**src/rtl/fifo_burst_reader_if.sv**
```systemverilog
`default_nettype none
// +----------------------------------------------------------------------------+
// | Module  : fifo_burst_reader_if                                             |
// | Purpose : Bundles the burst-control, FIFO read-port and output-stream      |
// |           signals of fifo_burst_reader.                                    |
// | Ports   : start_i/len_i          burst request                             |
// |           fifo_pnding_i/data_i   FIFO head status and word                 |
// |           fifo_pop_o             pop request to the FIFO                   |
// |           m_valid_o/data_o/ready_i  valid/ready output stream              |
// |           busy_o/done_o/count_o  burst status                              |
// | Modports: master = reader engine, slave = FIFO/sink/controller side        |
// | Revision: 1.0  initial release                                             |
// +----------------------------------------------------------------------------+
interface fifo_burst_reader_if #(
  parameter int BITS  = 32,
  parameter int LEN_W = 8
);
  logic             start_i;
  logic [LEN_W-1:0] len_i;
  logic             fifo_pnding_i;
  logic [BITS-1:0]  fifo_data_i;
  logic             fifo_pop_o;
  logic             m_valid_o;
  logic [BITS-1:0]  m_data_o;
  logic             m_ready_i;
  logic             busy_o;
  logic             done_o;
  logic [LEN_W-1:0] count_o;

  modport master (
    input  start_i, len_i, fifo_pnding_i, fifo_data_i, m_ready_i,
    output fifo_pop_o, m_valid_o, m_data_o, busy_o, done_o, count_o
  );

  modport slave (
    output start_i, len_i, fifo_pnding_i, fifo_data_i, m_ready_i,
    input  fifo_pop_o, m_valid_o, m_data_o, busy_o, done_o, count_o
  );
endinterface
`default_nettype wire

```
**src/rtl/fifo_burst_reader.sv**
```systemverilog
`default_nettype none
// +----------------------------------------------------------------------------+
// | Module  : fifo_burst_reader                                                |
// | Purpose : Drains a requested number of words from a FIFO read port and     |
// |           delivers them on a valid/ready stream through a 2-entry output   |
// |           buffer, so sink back-pressure never feeds combinationally into   |
// |           the pop request.                                                 |
// | Ports   : clk_i  clock, rising edge                                        |
// |           rst_i  synchronous active-high reset                             |
// |           bus    fifo_burst_reader_if.master (control, FIFO, stream)       |
// | Revision: 1.0  initial release                                             |
// +----------------------------------------------------------------------------+
module fifo_burst_reader #(
  parameter int BITS  = 32,
  parameter int LEN_W = 8
) (
  input  logic                 clk_i,
  input  logic                 rst_i,
  fifo_burst_reader_if.master  bus
);

  typedef enum logic [1:0] {
    S_IDLE  = 2'd0,
    S_RUN   = 2'd1,
    S_DRAIN = 2'd2,
    S_DONE  = 2'd3
  } state_t;

  state_t           state_q,  state_d;
  logic [LEN_W-1:0] len_q,    len_d;
  logic [LEN_W-1:0] popped_q, popped_d;
  logic [LEN_W-1:0] count_q,  count_d;
  logic [1:0]       occ_q,    occ_d;
  logic [BITS-1:0]  buf0_q,   buf0_d;   // oldest entry, drives m_data_o
  logic [BITS-1:0]  buf1_q,   buf1_d;

  logic             pop;
  logic             accept;
  logic [1:0]       occ_after_acc;

  always_comb begin
    state_d  = state_q;
    len_d    = len_q;
    popped_d = popped_q;
    count_d  = count_q;
    occ_d    = occ_q;
    buf0_d   = buf0_q;
    buf1_d   = buf1_q;

    // Pop only depends on registered occupancy, never on m_ready_i.
    // Gated by reset so a burst being aborted does not steal a FIFO word.
    pop    = !rst_i && (state_q == S_RUN) && bus.fifo_pnding_i &&
             (popped_q < len_q) && (occ_q < 2'd2);
    accept = (occ_q != 2'd0) && bus.m_ready_i;

    // Accept shifts the queue first; a popped word then lands in the first
    // free slot behind whatever remains.
    if (accept) begin
      buf0_d = buf1_q;
    end
    occ_after_acc = occ_q - {1'b0, accept};
    if (pop) begin
      if (occ_after_acc == 2'd0) begin
        buf0_d = bus.fifo_data_i;
      end else begin
        buf1_d = bus.fifo_data_i;
      end
      popped_d = popped_q + LEN_W'(1);
    end
    occ_d = occ_after_acc + {1'b0, pop};

    if (accept && (count_q != len_q)) begin
      count_d = count_q + LEN_W'(1);
    end

    case (state_q)
      S_IDLE: begin
        if (bus.start_i) begin
          len_d    = bus.len_i;
          popped_d = '0;
          count_d  = '0;
          state_d  = (bus.len_i != '0) ? S_RUN : S_DONE;
        end
      end
      S_RUN: begin
        if (popped_q == len_q) begin
          state_d = S_DRAIN;
        end
      end
      S_DRAIN: begin
        if (occ_q == 2'd0) begin
          state_d = S_DONE;
        end
      end
      S_DONE: begin
        state_d = S_IDLE;
      end
      default: begin
        state_d = S_IDLE;
      end
    endcase
  end

  always_ff @(posedge clk_i) begin
    if (rst_i) begin
      state_q  <= S_IDLE;
      len_q    <= '0;
      popped_q <= '0;
      count_q  <= '0;
      occ_q    <= 2'd0;
      buf0_q   <= '0;
      buf1_q   <= '0;
    end else begin
      state_q  <= state_d;
      len_q    <= len_d;
      popped_q <= popped_d;
      count_q  <= count_d;
      occ_q    <= occ_d;
      buf0_q   <= buf0_d;
      buf1_q   <= buf1_d;
    end
  end

  assign bus.fifo_pop_o = pop;
  assign bus.m_valid_o  = (occ_q != 2'd0);
  assign bus.m_data_o   = buf0_q;
  assign bus.busy_o     = (state_q != S_IDLE);
  assign bus.done_o     = (state_q == S_DONE);
  assign bus.count_o    = count_q;

endmodule
`default_nettype wire
```
**src/flat_wrapper.sv**
```systemverilog
// flat-port wrapper written by rule: the top's interface ports become plain ports
module fifo_burst_reader_flat 
#(
  parameter int BITS  = 32,
  parameter int LEN_W = 8
)
  (clk_i, rst_i, bus_start_i, bus_len_i, bus_fifo_pnding_i, bus_fifo_data_i, bus_m_ready_i, bus_fifo_pop_o, bus_m_valid_o, bus_m_data_o, bus_busy_o, bus_done_o, bus_count_o);
  fifo_burst_reader_if #(.BITS(BITS), .LEN_W(LEN_W)) bus_i ();
  input  logic clk_i;
  input  logic rst_i;
  input wire logic [$bits(bus_i.start_i)-1:0] bus_start_i;
  input wire logic [$bits(bus_i.len_i)-1:0] bus_len_i;
  input wire logic [$bits(bus_i.fifo_pnding_i)-1:0] bus_fifo_pnding_i;
  input wire logic [$bits(bus_i.fifo_data_i)-1:0] bus_fifo_data_i;
  input wire logic [$bits(bus_i.m_ready_i)-1:0] bus_m_ready_i;
  output wire logic [$bits(bus_i.fifo_pop_o)-1:0] bus_fifo_pop_o;
  output wire logic [$bits(bus_i.m_valid_o)-1:0] bus_m_valid_o;
  output wire logic [$bits(bus_i.m_data_o)-1:0] bus_m_data_o;
  output wire logic [$bits(bus_i.busy_o)-1:0] bus_busy_o;
  output wire logic [$bits(bus_i.done_o)-1:0] bus_done_o;
  output wire logic [$bits(bus_i.count_o)-1:0] bus_count_o;
  assign bus_i.start_i = bus_start_i;
  assign bus_i.len_i = bus_len_i;
  assign bus_i.fifo_pnding_i = bus_fifo_pnding_i;
  assign bus_i.fifo_data_i = bus_fifo_data_i;
  assign bus_i.m_ready_i = bus_m_ready_i;
  assign bus_fifo_pop_o = bus_i.fifo_pop_o;
  assign bus_m_valid_o = bus_i.m_valid_o;
  assign bus_m_data_o = bus_i.m_data_o;
  assign bus_busy_o = bus_i.busy_o;
  assign bus_done_o = bus_i.done_o;
  assign bus_count_o = bus_i.count_o;
  fifo_burst_reader #(.BITS(BITS), .LEN_W(LEN_W)) u_core (.clk_i(clk_i), .rst_i(rst_i), .bus(bus_i));
endmodule
```
**config.mk**
```make
export PLATFORM = sky130hd
export DESIGN_NAME = fifo_burst_reader_flat
export DESIGN_NICKNAME = d
export VERILOG_FILES = /design/src/rtl/fifo_burst_reader_if.sv /design/src/rtl/fifo_burst_reader.sv /design/src/flat_wrapper.sv
export SDC_FILE = /design/constraint.sdc
export NUM_CORES = 1
export LEC_CHECK = 0
export BUFFER_PORTS_ARGS = -buffer_cell sky130_fd_sc_hd__clkbuf_2
export CELL_PAD_IN_SITES_DETAIL_PLACEMENT = 0
export CELL_PAD_IN_SITES_GLOBAL_PLACEMENT = 1
export CORE_ASPECT_RATIO = 0.6
export CORE_MARGIN = 2
export CORE_UTILIZATION = 41
export CTS_CLUSTER_DIAMETER = 60
export CTS_CLUSTER_SIZE = 8
export DETAILED_ROUTE_END_ITERATION = 8
export MAX_ROUTING_LAYER = met4
export PLACE_DENSITY = 0.8
export SLEW_MARGIN = 20
export SYNTH_ARGS = -nofsm -noshare
export SYNTH_HDL_FRONTEND = slang
export SYNTH_SLANG_ARGS = --single-unit
```
**constraint.sdc**
```tcl
create_clock -name clk_i -period 2.6 [get_ports clk_i]
set_input_delay 0 -clock clk_i [delete_from_list [all_inputs] [get_ports clk_i]]
set_output_delay 0 -clock clk_i [all_outputs]
set_load 0.01 [all_outputs]
```
# Word level (Yosys, flattened, before mapping)
# Cells that the tools add are included.
dict set report word_totals {
  register_bits 92
  output_inout_bits 44
}
dict set report op_classes {
  addsub 4
  order_cmp 2
  eq_ne 8
  mux 14
  bitwise_logic 1
  reduce_logical 16
}
# cell n
set op_table {}
lappend op_table {{$mux W32} 3}
lappend op_table {{$mux W8} 6}
lappend op_table {{$add A8 B1 Y8 const B} 2}
lappend op_table {{$eq A8 B8 Y1} 1}
lappend op_table {{$lt A8 B8 Y1} 1}
lappend op_table {{$mux W2} 4}
lappend op_table {{$ne A8 B8 Y1} 1}
lappend op_table {{$pmux W2 S4} 1}
lappend op_table {{$reduce_bool A8 Y1} 1}
lappend op_table {{$logic_and A1 B1 Y1} 6}
lappend op_table {{$logic_not A2 Y1} 3}
lappend op_table {{$eq A2 B2 Y1 const B} 2}
lappend op_table {{$ne A2 B2 Y1 const B} 2}
lappend op_table {{$reduce_and A2 Y1} 2}
lappend op_table {{$reduce_bool A2 Y1} 2}
lappend op_table {{$reduce_and A3 Y1} 1}
lappend op_table {{$add A2 B1 Y2} 1}
lappend op_table {{$eq A2 B1 Y1 const B} 1}
lappend op_table {{$lt A2 B2 Y1 const B} 1}
lappend op_table {{$ne A2 B1 Y1 const B} 1}
lappend op_table {{$sub A2 B1 Y2} 1}
lappend op_table {{$logic_not A1 Y1} 1}
lappend op_table {{$not A1 Y1} 1}

# Depth between registers and ports, before layout
dict set report logic_depth {
  depth_word 8
  ltp_mapped 10
  ltp_nobuf 9
}

# Least setup slack after synthesis
# OpenSTA, ideal clock, no wires.
dict set report synth_path {
  path_type {reg-to-reg}
  start {register u_core.occ_q[1]}
  end {register u_core.buf1_q[2]}
  setup_time_ns 0.070
  t_arrival_ns 2.026
  setup_slack_ns 0.503
  path_stages_with_launch 11
  n_path_buf 1
  path_cell_list {dfxtp_1 or2_1 nand2_2 inv_1 ha_1 xnor2_1 and2_1 nand2b_1 clkbuf_1 o21ai_0 a21oi_1}
}
dict set report synth_via {
  elab_chain_len 6
  word_cells_on_any_way 8
  classes_between {add/sub (1); order compare (1); bitwise (1); reduce/logical (5)}
}
# element line_no
set synth_rtl {}
lappend synth_rtl {{from (decl)} fifo_burst_reader.sv:33} ;# logic [1:0] occ_q, occ_d;
lappend synth_rtl {{from (signal assigned)} fifo_burst_reader.sv:110} ;# occ_q <= 2'd0;
lappend synth_rtl {{from (signal assigned)} fifo_burst_reader.sv:118} ;# occ_q <= occ_d;
lappend synth_rtl {{$reduce_bool A2 Y1} --}
lappend synth_rtl {{named net bus_m_valid_o} flat_wrapper.sv:17} ;# output wire logic [$bits(bus_i.m_valid_o)-1:0] bus_m_valid_o;
lappend synth_rtl {{$logic_and A1 B1 Y1} fifo_burst_reader.sv:54} ;# accept = (occ_q != 2'd0) && bus.m_ready_i;
lappend synth_rtl {{$sub A2 B1 Y2} fifo_burst_reader.sv:61} ;# occ_after_acc = occ_q - {1'b0, accept};
lappend synth_rtl {{$logic_not A2 Y1} fifo_burst_reader.sv:63} ;# if (occ_after_acc == 2'd0) begin
lappend synth_rtl {{$not A1 Y1 (no line)} --}
lappend synth_rtl {{$reduce_and A2 Y1 (no line)} --}
lappend synth_rtl {{to (signal assigned)} fifo_burst_reader.sv:120} ;# buf1_q <= buf1_d;
lappend synth_rtl {{to (decl)} fifo_burst_reader.sv:35} ;# logic [BITS-1:0] buf1_q, buf1_d;
# The timed path passes the listed nets, and every way through them passes these cells.
# A chain may end at the register's enable or synchronous reset.

# Final worst setup path
dict set report layout_path {
  start {register u_core.occ_q[0]}
  end {register u_core.buf1_q[22]}
}
dict set report layout_via {
  elab_chain_len 6
  word_cells_on_any_way 8
  classes_between {add/sub (1); order compare (1); bitwise (1); reduce/logical (5)}
}
# element line_no
set layout_rtl {}
lappend layout_rtl {{$reduce_bool A2 Y1} fifo_burst_reader.sv:54}
lappend layout_rtl {{$logic_and A1 B1 Y1} fifo_burst_reader.sv:54}
lappend layout_rtl {{$sub A2 B1 Y2} fifo_burst_reader.sv:61}
lappend layout_rtl {{$logic_not A2 Y1} fifo_burst_reader.sv:63}
lappend layout_rtl {{$not A1 Y1 (no line)} --}
lappend layout_rtl {{$reduce_and A2 Y1 (no line) *} --}
# Mark *: on every way between the ends. The rest lies on a longest branch, timed or not.

==> flow_metrics.env <==
export IMPL_status="completed"
export IMPL_core_rowCount=28
export IMPL_crit_slowest_cell="sky130_fd_sc_hd__dfxtp_1"
export IMPL_p_total_mw=4.67
export IMPL_worst_path_dominant_cell_family="simple AND/OR/NAND/NOR gates"
export IMPL_synth_top_cell_by_area="sky130_fd_sc_hd__dfxtp_1"
export IMPL_layout_worst_path_cycle_share_pct=84.7
export IMPL_cts_inserted_buffers=9
export IMPL_hold_ep="u_core.len_q[2]"
export IMPL_power_leakage_nw=2.30
export IMPL_synth_nets=550
export IMPL_seq_area_frac_synth_pct=42.7
export IMPL_timing_hold_worst_path_depth=3
export IMPL_cpPeakStageDelay_ps=320
export IMPL_first_iter_violations=273
export IMPL_critPathArrivalTime_ps=2460
export IMPL_reg2reg_start="u_core.occ_q[0]"
export IMPL_power_clock_fraction_pct=30.6
export IMPL_core_area_um2=10100
export IMPL_clockRootBuffer="sky130_fd_sc_hd__clkbuf_16"
export IMPL_drt_antenna_violating_nets=0
export IMPL_worst_hold_path_type="input pin to flip-flop"
export IMPL_clockBufferDepth=2
export IMPL_port_buffers=88
export IMPL_num_vias=4040
export IMPL_hpwlAfterDp_um=8060
export IMPL_timing_hold_violations_final=0
export IMPL_met3_length_um=700
export IMPL_max_freq_mhz=454
export IMPL_clk_pin_slew_worst_paths_ps=70
export IMPL_postSynthCellCount=488
export IMPL_yosys_most_used_dff="sky130_fd_sc_hd__dfxtp_1"
export IMPL_ys_types=41
export IMPL_wl_met1_um=6480
export IMPL_setup_tns_final_ps=0
export IMPL_gp_routability_congestion=0.836
export IMPL_worst_path_buf_inv=2
export IMPL_net_switching_component_of_the_power_mw=1.69
export IMPL_cp_data_required_time_ps=2860
export IMPL_post_cts_repair_setup_buffers=0
export IMPL_drc=0
export IMPL_final_min_clock_period_ps=2200
export IMPL_aggregate_routed_wire_length_um=12100
export IMPL_synth_top_cells_by_area="sky130_fd_sc_hd__dfxtp_1, sky130_fd_sc_hd__mux2i_1, sky130_fd_sc_hd__a21oi_1"
export IMPL_setup_violations=0
export IMPL_yosys_area_top_type_share_pct=42.7
export IMPL_initial_core_util_pct=42.9
export IMPL_r2r_setup_slack_ps=400
export IMPL_clk_latency_ps=340
export IMPL_synthesis_yosys_warnings=0
export IMPL_num_io_pins=89
export IMPL_die_area_um2=11400
export IMPL_max_slew_worst_pin_slew_ps=607
export IMPL_synthArstFlopShare_pct=0
export IMPL_tritoncts="built"
export IMPL_detailedRoute_firstPassIterationCount=5
export IMPL_pwr_share_seq_pct=35.2
export IMPL_critical_path_cell_chain="or2_1, nand2_2, inv_1, ha_1, xnor2_1, and2_1, nand2b_1, buf_4, o21ai_0, a21oi_1"
export IMPL_power_switching_fraction_pct=36.2
export IMPL_vias_in_the_first_global_route=3784
export IMPL_hp_start="bus_start_i"
export IMPL_critPathLaunchType="flip-flop"
export IMPL_worst_r2r_cell_count=10
export IMPL_setup_ws_ps=399
export IMPL_grt_overflow=0
export IMPL_post_route_cells_drive_above_1_share_pct=20.6
export IMPL_post_synth_instance_area_um2=4310
export IMPL_total_clock_sinks=92
export IMPL_wl_met2_um=4800
export IMPL_global_route_usage_total_pct=22.1
export IMPL_post_synth_most_frequent_cells="sky130_fd_sc_hd__dfxtp_1, sky130_fd_sc_hd__a21oi_1, sky130_fd_sc_hd__nand3_1"
export IMPL_antenna_found_initial=0
export IMPL_timing_slew_headroom_pct=59.6
export IMPL_die_h_um=83.4
export IMPL_cts_htree_levels=3
export IMPL_critical_path_reg2reg_endpoint="u_core.buf1_q[22]"
export IMPL_most_common_cell_in_the_netlist="sky130_fd_sc_hd__dfxtp_1"
export IMPL_topRoutingLayerUsed="met4"
export IMPL_crit_path_max_fanout=32
export IMPL_detail_route_vias_per_cell=5.45
export IMPL_wire_length_of_the_first_global_routing_pass_um=19500
export IMPL_drv_cap=0
export IMPL_cellInternalPower_mw=2.98
export IMPL_design_area_um2=5590
export IMPL_n_antenna_cell=0
export IMPL_pre_cts_worst_setup_slack_ps=398
export IMPL_route_detailed_wl_per_inst_um=16.3
export IMPL_power_density_nw_per_um2=836
export IMPL_dpl_cell_area_um2=4860
export IMPL_layout_area_overhead_vs_synth_pct=29.6
export IMPL_timing_critical_path_to_type="flip-flop"
export IMPL_final_setup_skew_ps=6.19
export IMPL_worst_setup_path_type="flip-flop to flip-flop"
export IMPL_yosys_register_bits=92
export IMPL_die_width_um=136
export IMPL_power_combinational_fraction_pct=34.2
export IMPL_synth_edff_count=0
export IMPL_grt_setup_unrepaired="no"
export IMPL_post_synth_cell_area_avg_um2=8.83
export IMPL_vdd_drop_max_mv=0.522
export IMPL_max_slew_violation_total_from_the_final_report=0
export IMPL_nNetsFinal=663
export IMPL_largest_net_degree_at_the_start_of_global_routing=57
## worst max path at each step
stage / slack (ps) / to / start / depth (start not counted)
after global placement: 510 / u_core.popped_q[5] / u_core.len_q[3] / 7
after detailed placement: 400 / u_core.buf1_q[22] / u_core.occ_q[1] / 10
final: 400 / u_core.buf1_q[22] / u_core.occ_q[0] / 10
after floorplan: 500 / u_core.buf1_q[2] / u_core.occ_q[1] / 10
after global routing: 190 / u_core.buf1_q[5] / u_core.occ_q[1] / 10
after CTS: 380 / u_core.buf1_q[22] / u_core.occ_q[1] / 10
## what timing repair did
item                                   CTS  global route
gates resized for setup                  0             0
hold buffers                            40             0
endpoints found under the hold margin   40             0
## final cells by class
cell class / count / area, µm²
inverters: 14 / 52.6
repair buffers: 141 / 951
clock inverters: 5 / 82.6
clock buffers: 11 / 243
multi-input cells: 343 / 2250
well taps: 135 / 169
fillers: 914 / 4470
flip-flops and latches: 92 / 1840
## layer usage
layer	GRT usage [%]	up-vias
li1	-	2027
met1	34.5	1881
met2	29.4	122
met3	4.03	10
met4	3.69	0
met5	-	-
## worst min-delay path, stage by stage
cell	delay, ps
sky130_fd_sc_hd__clkbuf_2	160
sky130_fd_sc_hd__nand3_1	120
sky130_fd_sc_hd__a21oi_1	50
## state kept, by name, summed over array words and instances (netlist names)
name,flops
u_core.buf1_q,32
u_core.bus.m_data_o,32
u_core.bus.count_o,8
u_core.len_q,8
u_core.popped_q,8
u_core.occ_q,2
u_core.state_q,2
## power by group through the flow
stage,combinational (mW),clock (mW),sequential (mW)
after CTS,1.59,1.45,1.64
after floorplan,1.07,0,1.67
final,1.60,1.43,1.64
after global routing,1.75,1.51,1.65
after global placement,1.51,0,1.67
after detailed placement,1.54,0,1.67
## metrics by stage
step	std cells	hold slack [ps]	util, %
finish	741	45.7	55.6
global route	741	83.2	55.6
CTS	741	42.3	55.6
detailed placement	685	265	48.4
global placement	685	258	48.4
floorplan	488	147	-
## cells in the final DEF, fill, tap and decap left out, types with 2 or more instances in the layout
master / synthesis / final
sky130_fd_sc_hd__o21ai_1: 4 / 4
sky130_fd_sc_hd__nor3_1: 32 / 32
sky130_fd_sc_hd__dfxtp_1: 92 / 92
sky130_fd_sc_hd__o211ai_1: 3 / 3
sky130_fd_sc_hd__buf_4: 0 / 12
sky130_fd_sc_hd__clkbuf_2: 0 / 88
sky130_fd_sc_hd__or4_1: 6 / 6
sky130_fd_sc_hd__nor2b_1: 3 / 3
sky130_fd_sc_hd__dlygate4sd3_1: 0 / 40
sky130_fd_sc_hd__nor2_1: 4 / 4
sky130_fd_sc_hd__a211oi_1: 33 / 33
sky130_fd_sc_hd__nand3_1: 45 / 45
sky130_fd_sc_hd__nor4_1: 2 / 2
sky130_fd_sc_hd__nand4_1: 9 / 9
sky130_fd_sc_hd__clkbuf_16: 0 / 9
sky130_fd_sc_hd__nand2b_1: 2 / 2
sky130_fd_sc_hd__inv_6: 0 / 2
sky130_fd_sc_hd__nand2_1: 19 / 19
sky130_fd_sc_hd__a21oi_1: 57 / 57
sky130_fd_sc_hd__o31ai_1: 5 / 5
sky130_fd_sc_hd__bufinv_16: 0 / 2
sky130_fd_sc_hd__mux2i_1: 32 / 32
sky130_fd_sc_hd__and2_1: 2 / 2
sky130_fd_sc_hd__ha_1: 17 / 17
sky130_fd_sc_hd__xor2_1: 3 / 3
sky130_fd_sc_hd__xnor2_1: 9 / 9
sky130_fd_sc_hd__inv_1: 14 / 14
sky130_fd_sc_hd__or3_1: 5 / 5
sky130_fd_sc_hd__o21ai_0: 37 / 37
## cells by family after synthesis
family	Yosys count	synth area share, %
AO/OA/AOI/OAI	147	20.7
AND/OR/NAND/NOR	135	16.5
flip-flops	92	42.7
buffers and inverters	53	5.28
multiplexers	32	7.43
adder cells (fa/ha/maj)	17	4.93
XOR/XNOR	12	2.44
Note: power is estimated with default switching activity, not from simulation.
